$ cat src/rtl/mips_run_ctrl_if.sv
// Command handshake bundle for the MIPS run/debug controller.
// Carries cmd_valid/cmd_ready plus the opcode and its 32-bit argument.
interface mips_run_ctrl_if;
    logic        cmd_valid;
    logic        cmd_ready;
    logic [1:0]  cmd_op;
    logic [31:0] cmd_arg;

    modport master (
        output cmd_valid,
        output cmd_op,
        output cmd_arg,
        input  cmd_ready
    );

    modport slave (
        input  cmd_valid,
        input  cmd_op,
        input  cmd_arg,
        output cmd_ready
    );
endinterface

$ cat src/rtl/mips_run_ctrl.sv
// Run/debug controller: gates the core clock-enable, takes HALT/RUN/STEP/SET_BP
// over cmd (slave), stops on a PC breakpoint. Ports: clk, rst (sync, low),
// cmd, pc_current in; core_en (comb), halted, bp_hit, cycle_count out.
module mips_run_ctrl #(
    parameter int STEP_W = 16,
    parameter int CNT_W  = 32
) (
    input  logic               clk,
    input  logic               rst,
    mips_run_ctrl_if.slave     cmd,
    input  logic [31:0]        pc_current,
    output logic               core_en,
    output logic               halted,
    output logic               bp_hit,
    output logic [CNT_W-1:0]   cycle_count
);

    typedef enum logic [1:0] {
        S_HALTED   = 2'b00,
        S_RUNNING  = 2'b01,
        S_STEPPING = 2'b10
    } state_t;

    localparam logic [1:0] OP_HALT = 2'b00;
    localparam logic [1:0] OP_RUN  = 2'b01;
    localparam logic [1:0] OP_STEP = 2'b10;
    localparam logic [1:0] OP_BP   = 2'b11;

    state_t              r_state;
    logic [STEP_W-1:0]   r_steps_left;
    logic [31:0]         r_bp_addr;
    logic                r_bp_en;
    logic                r_skip;
    logic                r_halted;
    logic                r_bp_hit;
    logic [CNT_W-1:0]    r_cycle_count;

    logic                w_accept;
    logic                w_bp_match;
    logic                w_core_en;
    logic [STEP_W-1:0]   w_step_arg;
    logic [STEP_W-1:0]   w_step_load;

    assign cmd.cmd_ready = (r_state != S_STEPPING);
    assign w_accept      = cmd.cmd_valid & cmd.cmd_ready;

    assign w_step_arg  = cmd.cmd_arg[STEP_W-1:0];
    // STEP 0 behaves as STEP 1 so a step always advances the core.
    assign w_step_load = (w_step_arg == '0) ? STEP_W'(1) : w_step_arg;

    // skip suppresses the match for the first RUNNING cycle so a resume
    // from the breakpoint executes the instruction sitting at bp_addr.
    assign w_bp_match = r_bp_en & ~r_skip
                      & (pc_current == r_bp_addr)
                      & (r_state == S_RUNNING);

    always_comb begin
        w_core_en = 1'b0;
        unique case (r_state)
            S_RUNNING:  w_core_en = ~w_bp_match;
            S_STEPPING: w_core_en = 1'b1;
            default:    w_core_en = 1'b0;
        endcase
    end

    always_ff @(posedge clk) begin
        if (!rst) begin
            r_state       <= S_HALTED;
            r_steps_left  <= '0;
            r_bp_addr     <= '0;
            r_bp_en       <= 1'b0;
            r_skip        <= 1'b0;
            r_halted      <= 1'b1;
            r_bp_hit      <= 1'b0;
            r_cycle_count <= '0;
        end else begin
            r_bp_hit <= 1'b0;

            if (w_core_en) begin
                r_cycle_count <= r_cycle_count + CNT_W'(1);
            end

            // Only reachable outside STEPPING since cmd_ready gates accept.
            if (w_accept && cmd.cmd_op == OP_BP) begin
                if (cmd.cmd_arg[1:0] == 2'b11) begin
                    r_bp_en <= 1'b0;
                end else begin
                    r_bp_addr <= {cmd.cmd_arg[31:2], 2'b00};
                    r_bp_en   <= 1'b1;
                end
            end

            unique case (r_state)
                S_HALTED: begin
                    if (w_accept && cmd.cmd_op == OP_RUN) begin
                        r_state  <= S_RUNNING;
                        r_skip   <= 1'b1;
                        r_halted <= 1'b0;
                    end else if (w_accept && cmd.cmd_op == OP_STEP) begin
                        r_state      <= S_STEPPING;
                        r_steps_left <= w_step_load;
                        r_halted     <= 1'b0;
                    end
                end
                S_RUNNING: begin
                    r_skip <= 1'b0;
                    // A match outranks a simultaneous HALT so it is reported.
                    if (w_bp_match) begin
                        r_state  <= S_HALTED;
                        r_halted <= 1'b1;
                        r_bp_hit <= 1'b1;
                    end else if (w_accept && cmd.cmd_op == OP_HALT) begin
                        r_state  <= S_HALTED;
                        r_halted <= 1'b1;
                    end
                end
                S_STEPPING: begin
                    r_steps_left <= r_steps_left - STEP_W'(1);
                    if (r_steps_left == STEP_W'(1)) begin
                        r_state  <= S_HALTED;
                        r_halted <= 1'b1;
                    end
                end
                default: begin
                    r_state  <= S_HALTED;
                    r_halted <= 1'b1;
                end
            endcase
        end
    end

    assign core_en     = w_core_en;
    assign halted      = r_halted;
    assign bp_hit      = r_bp_hit;
    assign cycle_count = r_cycle_count;

endmodule
$ cat src/flat_wrapper.sv
// flat-port wrapper written by rule: the top's interface ports become plain ports
module mips_run_ctrl_flat 
#(
    parameter int STEP_W = 16,
    parameter int CNT_W  = 32
)
  (clk, rst, pc_current, core_en, halted, bp_hit, cycle_count, cmd_cmd_valid, cmd_cmd_op, cmd_cmd_arg, cmd_cmd_ready);
  mips_run_ctrl_if cmd_i ();
  input  logic clk;
  input  logic rst;
  input  logic [31:0] pc_current;
  output logic core_en;
  output logic halted;
  output logic bp_hit;
  output logic [CNT_W-1:0] cycle_count;
  input wire logic [$bits(cmd_i.cmd_valid)-1:0] cmd_cmd_valid;
  input wire logic [$bits(cmd_i.cmd_op)-1:0] cmd_cmd_op;
  input wire logic [$bits(cmd_i.cmd_arg)-1:0] cmd_cmd_arg;
  output wire logic [$bits(cmd_i.cmd_ready)-1:0] cmd_cmd_ready;
  assign cmd_i.cmd_valid = cmd_cmd_valid;
  assign cmd_i.cmd_op = cmd_cmd_op;
  assign cmd_i.cmd_arg = cmd_cmd_arg;
  assign cmd_cmd_ready = cmd_i.cmd_ready;
  mips_run_ctrl #(.STEP_W(STEP_W), .CNT_W(CNT_W)) u_core (.clk(clk), .rst(rst), .cmd(cmd_i), .pc_current(pc_current), .core_en(core_en), .halted(halted), .bp_hit(bp_hit), .cycle_count(cycle_count));
endmodule
$ cat config.mk
export PLATFORM = sky130hd
export DESIGN_NAME = mips_run_ctrl_flat
export DESIGN_NICKNAME = d
export VERILOG_FILES = /design/src/rtl/mips_run_ctrl_if.sv /design/src/rtl/mips_run_ctrl.sv /design/src/flat_wrapper.sv
export SDC_FILE = /design/constraint.sdc
export NUM_CORES = 1
export LEC_CHECK = 0
export ABC_AREA = 0
export CAP_MARGIN = 20
export CORE_MARGIN = 5
export CORE_UTILIZATION = 35
export CTS_CLUSTER_DIAMETER = 80
export DETAILED_ROUTE_END_ITERATION = 10
export DONT_BUFFER_PORTS = 1
export GPL_TIMING_DRIVEN = 0
export HOLD_SLACK_MARGIN = 0.06
export MAX_ROUTING_LAYER = met4
export PLACE_DENSITY = 0.58
export RECOVER_POWER = 50
export REMOVE_ABC_BUFFERS = 1
export SYNTH_ARGS = -nofsm -noshare
export SYNTH_HDL_FRONTEND = slang
export SYNTH_SLANG_ARGS = --single-unit
$ cat constraint.sdc
create_clock -name clk -period 3.1 [get_ports clk]
set_clock_uncertainty 0.2 [all_clocks]
set_input_delay 0.465 -clock clk [delete_from_list [all_inputs] [get_ports clk]]
set_output_delay 0.465 -clock clk [all_outputs]
set_load 0.05 [all_outputs]
==> results of run 1 <==
## cells by family (layout without fill, tap and decap cells)
family / count (synthesis) / after routing / share of synthesized area
mux: 2 / 2 / 0.00464
xor+xnor: 48 / 48 / 0.0974
flops: 84 / 84 / 0.389
buf+inv: 43 / 60 / 0.0403
simple gates: 219 / 219 / 0.248
compound gates: 135 / 136 / 0.203
fa+ha+maj: 6 / 6 / 0.0174
## cell usage after synthesis (3+ instances only)
library cell	number	share of area
dfxtp_1	84	0.39
nand2_1	83	0.072
a21oi_1	61	0.071
xor2_1	47	0.095
nor2_1	44	0.038
o21ai_0	21	0.024
clkbuf_1	18	0.016
nand3_1	18	0.021
nor4_1	17	0.025
inv_1	13	0.011
nor3_1	10	0.012
o211ai_2	10	0.029
or3_1	9	0.013
and2_1	8	0.012
and3_1	8	0.012
ha_1	6	0.017
nand4_1	6	0.0087
buf_1	5	0.0043
o22ai_1	5	0.0072
or4_1	5	0.0087
a211oi_1	4	0.0070
a31oi_1	4	0.0058
buf_2	4	0.0046
o211ai_1	4	0.0070
o21a_1	4	0.0070
o2111ai_1	3	0.0061
o21ai_2	3	0.0061
## metrics by stage
stage / util / area [µm²]
finish: 0.417 / 5030
global route: 0.417 / 5030
CTS: 0.416 / 5010
detailed placement: 0.372 / 4490
global placement: 0.366 / 4410
floorplan: - / 4200
## power groups by stage
stage | Sequential [W] | Clock (W) | Combinational (W)
after global routing | 0.00127 | 0.00108 | 0.00105
after global placement | 0.00128 | 0 | 0.000832
after detailed placement | 0.00128 | 0 | 0.000898
final | 0.00126 | 0.000993 | 0.000952
after CTS | 0.00126 | 0.00102 | 0.000952
after floorplan | 0.00126 | 0 | 0.000671
## critical path, cell delays in order, from the launching register on
cell	delay (ns)
dfxtp_1	0.34
xor2_1	0.17
nor4_1	0.28
nand2_1	0.25
o31a_4	0.50
o21ai_4	0.19
inv_1	0.23
## state kept, by name, indices dropped and copies added, names as in the netlist
signal,count
u_core.r_steps_left,16
u_core.r_skip,1
u_core.r_state,2
u_core.r_bp_addr,30
u_core.bp_hit,1
u_core.r_bp_en,1
u_core.halted,1
u_core.cycle_count,32
## timing repair
action | CTS | global route
pin swaps | 1 | 3
gates resized for setup | 6 | 1
endpoints found under the hold margin | 28 | 1
endpoints found under the setup margin | 37 | 18
cloned | 0 | 1
setup buffers | 1 | 2
hold buffers | 22 | 1
## final timing paths
path / from / slack [ns] / cells after the start / end
min: cmd_cmd_arg[3] / 0.07 / 2 / u_core.r_bp_addr[3]
max reg2reg: u_core.cycle_count[5] / 0.21 / 7 / u_core.cycle_count[30]
min reg2reg: u_core.r_skip / 0.26 / 2 / u_core.r_skip
max: u_core.r_bp_addr[2] / 0.12 / 6 / core_en
## cell type report
cell class,instances,area share
repair buffers,30,0.0641
inverters,15,0.0114
clock buffers,11,0.0482
well taps,168,0.0418
clock inverters,4,0.00522
multi-input cells,411,0.495
flip-flops and latches,84,0.334
## layer usage
metal | GRT usage | vias up
li1 | - | 1943
met1 | 0.207 | 1851
met2 | 0.271 | 145
met3 | 0.0527 | 19
met4 | 0.0652 | 0
met5 | - | -
==> impl_metrics.sql, run 1 <==
INSERT INTO impl_metrics (metric_group, metric, value, unit) VALUES
('finish', 'drive_gt1_frac', '0.0775', ''),
('detailed_routing', 'top_layer_used', 'met4', ''),
('synth', 'postSynth.topFlopCell', 'dfxtp_1', ''),
('die', 'initial_utilization', '0.358', ''),
('pwr', 'power_report.internal_total', '0.00206', 'W'),
('sta', 'finalSetupTns', '0', 'ns'),
('sta', 'slew_violations', '0', ''),
('finish', 'ff_latch_area', '0.00168', 'mm²'),
('sta', 'final_min_period_over_clock_period', '0.960', ''),
('synth', 'ys_async_sr_fraction', '0', ''),
('worst_setup_path', 'worst_setup_path_start_kind', 'flip-flop', ''),
('finish', 'multi_input_area', '0.00249', 'mm²'),
('synth', 'synth-edff-count', '0', ''),
('sta', 'fmax', '336', 'MHz'),
('synth', 'postSynthCellCount', '537', ''),
('grt', 'grt_max_degree', '48', ''),
('die', 'floorplan.die.width', '121', 'µm'),
('sta', 'finalCriticalPeriod', '2.98', 'ns'),
('pwr', 'power.share.sequential', '0.394', ''),
('worst_setup_path', 'setup.worst_path.end_class', 'primary output', ''),
('run', 'cap_violations', '0', ''),
('min_path', 'hold_path.class', 'in2reg', ''),
('placement', 'cell_count_after_placement', '681', ''),
('finish', 'finish.net_count', '626', ''),
('pwr', 'p_leak', '1.87', 'nW'),
('synth', 'synthesis.area_per_instance', '8.04', 'µm²'),
('run_status', 'run_status', 'finished clean', ''),
('detailed_routing', 'routed_wire_length_per_instance', '17.3', 'µm'),
('sta', 'post-route-worst-setup-slack', '0.123', 'ns'),
('synth', 'synth-seq-cells', '84', ''),
('pwr', 'clock_power_share', '0.310', ''),
('pwr', 'combPwrFrac', '0.297', ''),
('synth', 'synth_cell_types', '52', ''),
('pwr', 'switching_power', '0.00115', 'W'),
('detailed_routing', 'drt.antenna.violating_nets', '0', ''),
('pwr', 'power_per_unit_of_standard_cell_area', '637', 'mW/mm²'),
('placement', 'detailedPlace.worstSlack', '-0.637', 'ns'),
('detailed_routing', 'vias', '3958', ''),
('sta', 'tightest_slew', '0.961', 'ns'),
('sta', 'final-setup-viol-count', '0', ''),
('finish', 'flow.area_growth_from_synthesis', '16.5', '%'),
('sta', 'hold_viol', '0', ''),
('grt', 'wire_length_of_the_first_global_routing_pass', '19400', 'µm'),
('placement', 'gp_congestion', '0.792', ''),
('synth', 'synth-seq-area-share', '0.389', ''),
('grt', 'groute.usage.overall', '0.172', ''),
('detailed_routing', 'drt-total-wl', '12500', 'µm'),
('finish', 'fillers', '1202', ''),
('die', 'dieArea', '0.0147', 'mm²'),
('clock_tree', 'clock_sinks', '84', ''),
('detailed_routing', 'wirelength_met1', '5360', 'µm'),
('pwr', 'switching_share', '0.359', ''),
('grt', 'overall_overflow_remaining_after_global_route', '0', ''),
('clock_tree', 'cts-root-buf', 'clkbuf_16', ''),
('clock_tree', 'htreeDepth', '3', ''),
('grt', 'first_global_vias', '3746', ''),
('worst_setup_path', 'critical_path_peak_fanout', '11', ''),
('grt', 'antenna_found_initial', '0', ''),
('finish', 'final_cell_count_no_fill', '723', ''),
('finish', 'antenna_cells', '0', ''),
('clock_tree', 'cts_buffer_count', '9', ''),
('worst_setup_path', 'critPathKind', 'reg2out', ''),
('detailed_routing', 'met3WireLength', '1030', 'µm'),
('finish', 'layout.cells.most_common', 'dfxtp_1', ''),
('detailed_routing', 'drc_errors', '0', ''),
('placement', 'post-dp-hpwl', '8520', 'µm'),
('die', 'num_io_pins', '105', ''),
('sta', 'timing.max_slew.rel_slack', '0.353', ''),
('synth', 'yosysWarnings', '0', ''),
('sta', 'rsz0062_at_grt', 'no', ''),
('pwr', 'power', '0.00321', 'W');
Note: power is estimated with default switching activity, not from simulation.
==> run 2, diff against run 1 <==
- CAP_MARGIN: 20 -> unset
==> run 2 against run 1 <==
  * Die area is the same
  * Global-route usage is 0.24 points lower
  * Register-to-register slack about the same
  * Setup slack improved by 0.058 ns
  * Sequential cell count is the same
  * Clock power increased by 5%
  * Fmax grew 2.0%
  * Routed wire length is 0.42% lower
  * Core utilization shrank 0.13 points
  * Hold slack better by 0.0022 ns
  * Largest power group unchanged
==> impl_metrics.sql, run 2 (synthesis gave the netlist of run 1 again) <==
INSERT INTO impl_metrics (metric_group, metric, value, unit) VALUES
('detailed_routing', 'routed_wire_length_per_instance', '17.4', 'µm'),
('grt', 'wire_length_of_the_first_global_routing_pass', '19100', 'µm'),
('sta', 'post-route-worst-setup-slack', '0.181', 'ns'),
('grt', 'overall_overflow_remaining_after_global_route', '0', ''),
('finish', 'flow.area_growth_from_synthesis', '16.2', '%'),
('die', 'floorplan.die.width', '121', 'µm'),
('detailed_routing', 'firstDrtPassIters', '5', ''),
('finish', 'final_cell_mix', 'dfxtp_1, nand2_1, a21oi_1', ''),
('worst_setup_path', 'cpMaxStageDelayCell', 'o31a_4', ''),
('worst_setup_path', 'cp_slowest_stage_delay', '0.49', 'ns'),
('sta', 'tightest_slew', '0.896', 'ns'),
('grt', 'antenna_found_initial', '0', ''),
('sta', 'hold_viol', '0', ''),
('worst_setup_path', 'critPathKind', 'reg2out', ''),
('placement', 'post-dp-hpwl', '8390', 'µm'),
('finish', 'finish.net_count', '623', ''),
('die', 'dieHeight', '121', 'µm'),
('sta', 'slew_violations', '0', ''),
('clock_tree', 'cts_tree', 'done', ''),
('min_path', 'hold_depth', '2', ''),
('worst_setup_path', 'worst_setup_path_start_kind', 'flip-flop', ''),
('sta', 'rsz0062_at_grt', 'no', ''),
('finish', 'largest_register_ff_count', '32', ''),
('worst_setup_path', 'critPathTopFamily', 'compound AO/OA/AOI/OAI gates', ''),
('detailed_routing', 'drt-total-wl', '12500', 'µm'),
('sta', 'final-setup-viol-count', '0', ''),
('placement', 'io_buffers', '0', ''),
('worst_setup_path', 'critical_path_peak_fanout', '11', ''),
('worst_setup_path', 'critPathRequiredTime', '2.43', 'ns'),
('detailed_routing', 'drc_errors', '0', ''),
('clock_tree', 'cts-root-buf', 'clkbuf_16', ''),
('worst_setup_path', 'critical_path_cell_count', '6', ''),
('placement', 'cell_count_after_placement', '679', ''),
('grt', 'grt_max_degree', '48', ''),
('clock_tree', 'cts.clk_slew.worst_paths', '0.06', 'ns'),
('clock_tree', 'cts_buffer_count', '9', ''),
('sta', 'fmax', '343', 'MHz'),
('worst_setup_path', 'cells_along_the_critical_path', 'xor2_1, nor4_1, nand4_1, o31a_4, o21ai_4, inv_1', ''),
('finish', 'ff_latch_area', '0.00168', 'mm²'),
('die', 'dieArea', '0.0147', 'mm²'),
('clock_tree', 'htreeDepth', '3', ''),
('die', 'initial_utilization', '0.358', ''),
('pwr', 'ir_drop', '0.306', 'mV'),
('run', 'cap_violations', '0', ''),
('worst_setup_path', 'setup.worst_path.end_class', 'primary output', ''),
('finish', 'final_cell_count_no_fill', '718', ''),
('sta', 'final_min_period_over_clock_period', '0.942', ''),
('pwr', 'p_leak', '1.86', 'nW'),
('worst_setup_path', 'path_buf_inv', '1', ''),
('die', 'num_io_pins', '105', ''),
('worst_setup_path', 'worstRegToRegCells', '7', ''),
('placement', 'detailedPlace.worstSlack', '-0.956', 'ns'),
('finish', 'fillers', '1204', ''),
('pwr', 'power_per_unit_of_standard_cell_area', '647', 'mW/mm²'),
('detailed_routing', 'drt.antenna.violating_nets', '0', ''),
('min_path', 'hold_path.class', 'in2reg', ''),
('sta', 'finalCriticalPeriod', '2.92', 'ns'),
('finish', 'layout.cells.most_common', 'dfxtp_1', ''),
('sta', 'timing.max_slew.rel_slack', '0.397', ''),
('grt', 'groute.usage.overall', '0.170', ''),
('finish', 'antenna_cells', '0', ''),
('die', 'core.rowCount', '40', ''),
('clock_tree', 'cts-root-to-sink-buffers', '2', ''),
('die', 'floorplan.core_area', '0.0121', 'mm²'),
('grt', 'first_global_vias', '3718', ''),
('clock_tree', 'clock_latency', '0.33', 'ns'),
('finish', 'drive_gt1_frac', '0.0745', ''),
('detailed_routing', 'vias', '3895', ''),
('detailed_routing', 'drt_iter0_markers', '194', ''),
('worst_setup_path', 'arrival', '2.25', 'ns'),
('placement', 'gp_congestion', '0.792', ''),
('finish', 'multi_input_area', '0.00250', 'mm²'),
('clock_tree', 'clock_sinks', '84', ''),
('run_status', 'run_status', 'finished clean', ''),
('detailed_routing', 'average_via_count_per_standard_cell', '5.42', '');
## run 2: changes by cell type in the layout (fill, tap and decap cells not counted), sizes merged
cell and change:
clkinv -1, clkinvlp -1, bufinv +1, buf -3
dlygate4sd3 -1
## run 2: worst register-to-register path, cell delays in order (launching register included)
cell and delay (ns):
dfxtp_1 0.74, and4_4 0.40, nand3_4 0.11, nor3_1 0.23
and2_0 0.46, o21ai_2 0.19, or3_1 0.34, a21oi_1 0.14
## run 2: area by class of cell
cell class                 instances  area share
multi-input combinational        411       0.499
clock inverter                     3     0.00798
tap                              168      0.0419
inverter                          15      0.0115
clock buffer                      10      0.0476
sequential                        84       0.335
timing repair buffer              27      0.0564
## run 2: through the flow
step	utilization	setup TNS [ns]	hold WS, ns	area, µm²	power, W
5_1_grt	0.416	0	0.0650	5020	0.00345
4_1_cts	0.415	0	0.0615	5000	0.00329
6_report	0.416	0	0.0705	5020	0.00325
2_1_floorplan	-	-41.97	0.232	4200	0.00193
3_3_place_gp	0.366	-104.90	0.250	4410	0.00211
3_5_place_dp	0.370	-29.53	0.258	4460	0.00217
## run 2: worst paths after layout
kind / from / to / slack [ns]
max: u_core.r_bp_addr[28] / core_en / 0.18
min: cmd_cmd_arg[13] / u_core.r_bp_addr[13] / 0.07
max reg2reg: u_core.cycle_count[5] / u_core.cycle_count[30] / 0.22
min reg2reg: u_core.r_skip / u_core.r_skip / 0.26
## run 2: what timing repair did
item,CTS,global route
setup buffers,1,2
gates cloned,0,1
resized for setup,8,1
pin swaps,1,3
hold buffers,22,0
setup endpoints to repair,46,4
endpoints found under the hold margin,27,0
## run 2: where the power goes
part           switching, W  total, W  internal, W
registers          0.000104   0.00126      0.00116
logic              0.000612  0.000940     0.000328
clock network      0.000415   0.00104     0.000630
## run 2: per-layer routing
metal,global-route usage,share of wire,up-vias
li1,-,-,1926
met2,0.271,0.48,132
met5,-,0,-
met4,0.0595,0.019,0
met1,0.202,0.42,1820
met3,0.0545,0.087,17
